`config.mk`:
```
export PLATFORM = sky130hd
export DESIGN_NAME = uart_cmd_framer
export DESIGN_NICKNAME = d
export VERILOG_FILES = /design/src/rtl/uart_cmd_framer.sv
export SDC_FILE = /design/constraint.sdc
export NUM_CORES = 1
export LEC_CHECK = 0
export BUFFER_PORTS_ARGS = -buffer_cell sky130_fd_sc_hd__buf_2
export CORE_UTILIZATION = 25
export CTS_CLUSTER_SIZE = 28
export DETAILED_ROUTE_END_ITERATION = 16
export PLACE_DENSITY = 0.55
export SETUP_SLACK_MARGIN = 0.4
export SLEW_MARGIN = 25
export SYNTH_ARGS = -nofsm -noshare
export SYNTH_HDL_FRONTEND = slang
export SYNTH_SLANG_ARGS = --single-unit
```
`constraint.sdc`:
```
create_clock -name clk -period 2.8 [get_ports clk]
set_input_delay 0.42 -clock clk [delete_from_list [all_inputs] [get_ports clk]]
set_output_delay 0.42 -clock clk [all_outputs]
set_load 0.01 [all_outputs]
```
`src/rtl/uart_cmd_framer.sv`:
```
// ---------------------------------------------------------------------------
// uart_cmd_framer
//
// Framing layer between a byte-level UART and a command processor.
//  - RX: assembles CMD_BYTES received bytes (first byte in the MSBs) into one
//    command word. A partial frame is discarded when the gap between bytes
//    runs past TIMEOUT_CYC cycles (0 disables the timeout).
//  - TX: serialises a RESP_BYTES-wide response, MSB byte first, into
//    consecutive UART transmits.
//  The RX and TX paths share no state.
//
// Handshakes:
//  rx_rdy/clr_rx_rdy : rx_rdy is the UART's level "byte valid". The byte is
//    consumed in every cycle rx_rdy=1, and clr_rx_rdy answers in that same
//    cycle, so reception never stalls.
//  cmd_rdy/clr_cmd_rdy : cmd_rdy is a level valid and cmd is stable while it
//    is high. clr_cmd_rdy acknowledges it; a frame completing in the same
//    cycle wins and keeps cmd_rdy high with the new cmd.
//  trmt/tx_busy : trmt is accepted only while tx_busy=0 and is otherwise
//    ignored.
//  uart_trmt/uart_tx_done : uart_trmt is a 1-cycle start pulse. uart_tx_done
//    is a level that the UART clears after the start pulse and sets again at
//    the end of the stop bit.
//
// Ports:
//  clk, rst_n                  clock, async active-low reset
//  rx_rdy, rx_data, clr_rx_rdy UART receive side
//  uart_trmt, uart_tx_data,
//  uart_tx_done                UART transmit side
//  cmd, cmd_rdy, clr_cmd_rdy   assembled command to the consumer
//  cmd_ovr                     pulse: frame completed over an unacked cmd
//  frame_err                   pulse: partial frame dropped on timeout
//  trmt, resp                  response request from the command processor
//  tx_busy, tx_done            response serialisation status
//  rx_state_dbg, tx_state_dbg  current FSM states, for observation
// ---------------------------------------------------------------------------
module uart_cmd_framer #(
  parameter int CMD_BYTES   = 2,
  parameter int RESP_BYTES  = 1,
  parameter int TIMEOUT_CYC = 65535
) (
  input  logic                    clk,
  input  logic                    rst_n,
  input  logic                    rx_rdy,
  input  logic [7:0]              rx_data,
  output logic                    clr_rx_rdy,
  output logic                    uart_trmt,
  output logic [7:0]              uart_tx_data,
  input  logic                    uart_tx_done,
  output logic [8*CMD_BYTES-1:0]  cmd,
  output logic                    cmd_rdy,
  input  logic                    clr_cmd_rdy,
  output logic                    cmd_ovr,
  output logic                    frame_err,
  input  logic                    trmt,
  input  logic [8*RESP_BYTES-1:0] resp,
  output logic                    tx_busy,
  output logic                    tx_done,
  output logic                    rx_state_dbg,
  output logic [1:0]              tx_state_dbg
);

  localparam int CW  = 8 * CMD_BYTES;
  localparam int RW  = 8 * RESP_BYTES;
  localparam int BCW = $clog2(CMD_BYTES + 1);
  localparam int TCW = $clog2(RESP_BYTES + 1);
  localparam int TMW = (TIMEOUT_CYC > 0) ? $clog2(TIMEOUT_CYC + 1) : 1;

  localparam logic [BCW-1:0] LAST_BYTE = BCW'(CMD_BYTES - 1);
  localparam logic [TCW-1:0] RESP_LAST = TCW'(RESP_BYTES - 1);
  localparam logic [TMW-1:0] TMO_LIMIT = TMW'(TIMEOUT_CYC);

  typedef enum logic {R_IDLE, R_COLLECT} rx_state_t;
  typedef enum logic [1:0] {T_IDLE, T_SEND, T_GAP, T_WAIT} tx_state_t;

  rx_state_t      rx_state;
  tx_state_t      tx_state;

  logic [CW-1:0]  shadow;
  logic [BCW-1:0] byte_cnt;
  logic [TMW-1:0] tmo_cnt;

  logic           tmo_hit;
  logic [CW-1:0]  base_shadow;
  logic [BCW-1:0] base_cnt;
  logic [CW-1:0]  shadow_nxt;
  logic           frame_done;

  logic [RW-1:0]  resp_sr;
  logic [RW-1:0]  resp_shift;
  logic [TCW-1:0] tx_left;

  assign rx_state_dbg = rx_state;
  assign tx_state_dbg = tx_state;

  // Gated by rst_n so that every output reads 0 while reset is held.
  assign clr_rx_rdy = rx_rdy & rst_n;

  // tmo_cnt holds the idle cycles since the last accepted byte. When it
  // reaches the limit, the current cycle is the timeout cycle. A byte arriving
  // in that cycle starts a new frame, so the shift and count work from a
  // cleared base instead of the stale partial frame.
  always_comb begin
    tmo_hit     = (TIMEOUT_CYC != 0) && (rx_state == R_COLLECT) &&
                  (tmo_cnt == TMO_LIMIT);
    base_shadow = tmo_hit ? '0 : shadow;
    base_cnt    = tmo_hit ? '0 : byte_cnt;
    shadow_nxt  = base_shadow << 8;
    shadow_nxt[7:0] = rx_data;
    frame_done  = rx_rdy && (base_cnt == LAST_BYTE);
  end

  // RX FSM: collect bytes, publish cmd and drop timed-out partial frames.
  always_ff @(posedge clk or negedge rst_n) begin
    if (!rst_n) begin
      rx_state  <= R_IDLE;
      shadow    <= '0;
      byte_cnt  <= '0;
      tmo_cnt   <= '0;
      cmd       <= '0;
      cmd_rdy   <= 1'b0;
      cmd_ovr   <= 1'b0;
      frame_err <= 1'b0;
    end else begin
      cmd_ovr   <= 1'b0;
      frame_err <= tmo_hit;

      if (rx_rdy) begin
        tmo_cnt <= '0;
        if (frame_done) begin
          cmd      <= shadow_nxt;
          shadow   <= '0;
          byte_cnt <= '0;
          rx_state <= R_IDLE;
        end else begin
          shadow   <= shadow_nxt;
          byte_cnt <= base_cnt + BCW'(1);
          rx_state <= R_COLLECT;
        end
      end else if (tmo_hit) begin
        shadow   <= '0;
        byte_cnt <= '0;
        tmo_cnt  <= '0;
        rx_state <= R_IDLE;
      end else if (rx_state == R_COLLECT && TIMEOUT_CYC != 0) begin
        tmo_cnt <= tmo_cnt + TMW'(1);
      end

      // A completing frame takes priority over the acknowledge. Overrun is
      // flagged only when the old cmd was neither acked nor being acked.
      if (frame_done) begin
        cmd_rdy <= 1'b1;
        cmd_ovr <= cmd_rdy & ~clr_cmd_rdy;
      end else if (clr_cmd_rdy) begin
        cmd_rdy <= 1'b0;
      end
    end
  end

  always_comb begin
    resp_shift = resp_sr << 8;
  end

  // TX FSM: one byte goes out per SEND. In GAP, uart_tx_done is ignored
  // because the UART may not have cleared it yet after the start pulse.
  always_ff @(posedge clk or negedge rst_n) begin
    if (!rst_n) begin
      tx_state     <= T_IDLE;
      resp_sr      <= '0;
      tx_left      <= '0;
      uart_trmt    <= 1'b0;
      uart_tx_data <= '0;
      tx_busy      <= 1'b0;
      tx_done      <= 1'b0;
    end else begin
      uart_trmt <= 1'b0;
      tx_done   <= 1'b0;
      case (tx_state)
        T_IDLE: begin
          if (trmt) begin
            resp_sr      <= resp;
            tx_left      <= RESP_LAST;
            uart_tx_data <= resp[RW-1 -: 8];
            uart_trmt    <= 1'b1;
            tx_busy      <= 1'b1;
            tx_state     <= T_SEND;
          end
        end
        T_SEND: tx_state <= T_GAP;
        T_GAP:  tx_state <= T_WAIT;
        T_WAIT: begin
          if (uart_tx_done) begin
            if (tx_left != '0) begin
              resp_sr      <= resp_shift;
              uart_tx_data <= resp_shift[RW-1 -: 8];
              tx_left      <= tx_left - TCW'(1);
              uart_trmt    <= 1'b1;
              tx_state     <= T_SEND;
            end else begin
              tx_done  <= 1'b1;
              tx_busy  <= 1'b0;
              tx_state <= T_IDLE;
            end
          end
        end
        default: tx_state <= T_IDLE;
      endcase
    end
  end

endmodule

```
==> flow_metrics.tcl <==
set metrics [dict create \
    syn_area_per_cell_um2 11.7 \
    cp_data_required_time_ns 3.02 \
    stdcell_count 434 \
    path_class "reg2reg" \
    wl_per_cell_um 13.1 \
    drt_iter0_markers 133 \
    viasPerCell 4.64 \
    layout.nets 320 \
    worstHoldPathType "in2async" \
    clock-sinks 59 \
    synth_edf_count 0 \
    ys_seq_area_frac 0.559 \
    finalCritPeriodShare 0.805 \
    critPathTopFamily "simple AND/OR/NAND/NOR gates" \
    antenna_found_initial 0 \
    placed_cells 414 \
    multi_input_area_um2 1060 \
    ant_nets 0 \
    ys.flop_type "dfrtp_1" \
    post-route-util 0.324 \
    areaGrowthSynthToFinish_pct 26.0 \
    grt_pass1_vias 2053 \
    cpPeakStageDelay_ns 0.60 \
    n_fill_cell 1058 \
    cp_cell_sequence "ha_1, nand4_1, or4_4, clkinv_2, nor3_4, buf_12, mux2_4" \
    setup_viol 0 \
    p_leak_nw 1.57 \
    finalSetupTns_ns 0 \
    cts_buffers 9 \
    ioPinCount 56 \
    coreArea_um2 10300 \
    slowest_stage "or4_4" \
    start_kind "register" \
    ys_warn_count 0 \
    clk_pin_slew_worst_paths_ns 0.07 \
    fin_skew_ns 0.00818 \
    initial_core_util 0.257 \
    total_power_mw 2.97 \
    tightestPinTransition_ns 0.767 \
    drc 0 \
    cp_data_arrival_time_ns 2.48 \
    grt_remaining_overflow 0 \
    wl_mm 5.69 \
    drv_slew 0 \
    synth_seq_cells 59 \
    rows 37 \
    cp-end-kind "register" \
    status "complete, no violations" \
    grt_max_degree 60 \
    die_area_um2 11000 \
    vdd_drop_max_mv 0.424 \
    ctsHoldBuffers 0 \
    antennaDiodeCount 0 \
    synthTopCellsByArea "dfrtp_1, mux2_4, mux2_2, a22o_1, o21ai_0" \
    async_flop_share 1.00 \
    cts_tree "built" \
    synth_nets 253 \
    die_x_um 105 \
    portBuffers 55 \
    rsz0062_at_grt "no" \
    yosys.area.top_type_share 0.559 \
    root_buffer "clkbuf_8" \
    yosys.area.top_type "dfrtp_1" \
    cts_buffer_depth 2 \
    clock_latency_ns 0.34 \
    drive_gt1_frac 0.346 \
    gp_congestion 0.754 \
    track_usage 0.118 \
    clock.fmax_mhz 443 \
    detailed_place_hpwl_mm 3.88 \
    regArea_um2 1480 \
    critPathMaxFanout 14 \
    yosys.cell_types.count 41 \
    dr.pass1.iters 4 \
    die_h_um 105 \
    timing_hold_violations_final 0 \
    critPathBufInv 2 \
    relSlewSlack 0.489 \
    grt_pass1_wl_mm 10.1 \
    vias 2015 \
    syn_area_um2 2640 \
    power_density_nw_per_um2 894 \
    period_needed_ns 2.26 \
    synthCells 226 \
    ctsHtreeMaxLevel 3 \
    cap_viol_max_count 0 \
]
## what timing repair did
| item | CTS | global route |
|---|---|---|
| setup buffers | 2 | 2 |
| endpoints found under the setup margin | 16 | 11 |
| pin swaps | 1 | 0 |
| gates resized for setup | 0 | 1 |
## sequential cells by signal, summed over array words and instances (netlist names)
signal	flops
byte_cnt	2
tx_state_dbg	2
rx_state_dbg	1
cmd	16
tx_done	1
tmo_cnt	16
cmd_rdy	1
frame_err	1
uart_tx_data	8
shadow	8
cmd_ovr	1
tx_busy	1
uart_trmt	1
## logic make-up (layout without fill, tap and decap cells)
logic type,after synthesis,after routing,share of synthesized area
XOR/XNOR,5,5,0.0166
flip-flops,59,59,0.559
adder cells (fa/ha/maj),5,5,0.0237
AND/OR/NAND/NOR,71,71,0.160
buffers and inverters,25,97,0.0393
AO/OA/AOI/OAI,44,44,0.117
multiplexers,17,17,0.0839
## layout by cell type (no fill, tap or decap), types with 3 or more instances in the layout
| master | instances |
|---|---|
| xnor2_1 | 3 |
| o31ai_1 | 4 |
| buf_4 | 7 |
| and2_1 | 3 |
| and3_1 | 4 |
| o21ai_0 | 13 |
| nand2_1 | 13 |
| nor2_1 | 8 |
| a22o_1 | 10 |
| a21oi_1 | 4 |
| nor4_1 | 4 |
| clkinv_4 | 3 |
| inv_1 | 17 |
| or4_1 | 5 |
| mux2_2 | 9 |
| clkbuf_8 | 9 |
| nand4_1 | 4 |
| a21o_1 | 3 |
| buf_2 | 55 |
| ha_1 | 5 |
| nor3_1 | 4 |
| mux2_4 | 8 |
| nand3b_1 | 8 |
| nand3_1 | 8 |
| dfrtp_1 | 59 |
## through the flow
step	hold slack [ns]	area [um^2]	worst slack, ns
4_1_cts	0.297	3310	0.547
3_5_place_dp	0.489	3080	0.274
5_1_grt	0.302	3330	0.414
6_report	0.247	3330	0.545
3_3_place_gp	0.477	3080	0.370
2_1_floorplan	0.124	2640	0.736
## final timing paths
| path | cells past startpoint | endpoint | startpoint | slack (ns) |
|---|---|---|---|---|
| hold reg to reg | 1 | cmd_rdy$_DFFE_PN0P_ | cmd_rdy$_DFFE_PN0P_ | 0.50 |
| min in group clk | 2 | shadow[1]$_DFF_PN0_ | rx_data[1] | 0.31 |
| hold / removal | 2 | tmo_cnt[5]$_DFFE_PN0P_ | rst_n | 0.25 |
| setup reg to reg | 7 | cmd[14]$_DFFE_PN0P_ | tmo_cnt[0]$_DFFE_PN0P_ | 0.54 |
| max in group asynchronous | 2 | shadow[0]$_DFF_PN0_ | rst_n | 2.03 |
| setup / recovery | 7 | cmd[14]$_DFFE_PN0P_ | tmo_cnt[0]$_DFFE_PN0P_ | 0.54 |
## power breakdown
| group | internal (mW) | switching (mW) | leakage (nW) |
|---|---|---|---|
| Clock | 0.417 | 0.378 | 0.0998 |
| Sequential | 1.10 | 0.153 | 0.765 |
| Combinational | 0.463 | 0.464 | 0.708 |
| Total | 1.98 | 0.996 | 1.57 |
## cell usage after synthesis, drive strengths merged (2+ instances only)
cell type,count
nand3,8
and3,4
a22o,10
o211ai,2
or3,2
o31ai,4
nand2,13
a21o,3
nand4,5
xnor2,3
and2,3
a21oi,4
nor2,8
o21ai,13
o31a,2
nand2b,2
buf,2
nor4,5
a221o,2
dfrtp,59
xor2,2
ha,5
nor3,5
clkbuf,5
inv,17
nand3b,8
mux2,17
or4,6
## per-layer routing
layer	track usage	wire (um)	share of wire	vias to the layer above
li1	-	-	-	960
met1	0.152	2690	0.47	976
met2	0.180	2600	0.46	69
met3	0.0243	248	0.044	10
met4	0.0714	150	0.026	0
met5	0	0	0	-
## final cells by class
| class | count | area share |
|---|---|---|
| sequential | 59 | 0.444 |
| multi-input combinational | 142 | 0.319 |
| timing repair buffer | 63 | 0.105 |
| tap | 136 | 0.0512 |
| clock buffer | 9 | 0.0372 |
| clock inverter | 7 | 0.0233 |
| inverter | 18 | 0.0207 |
(Power assumes the default switching activity.)
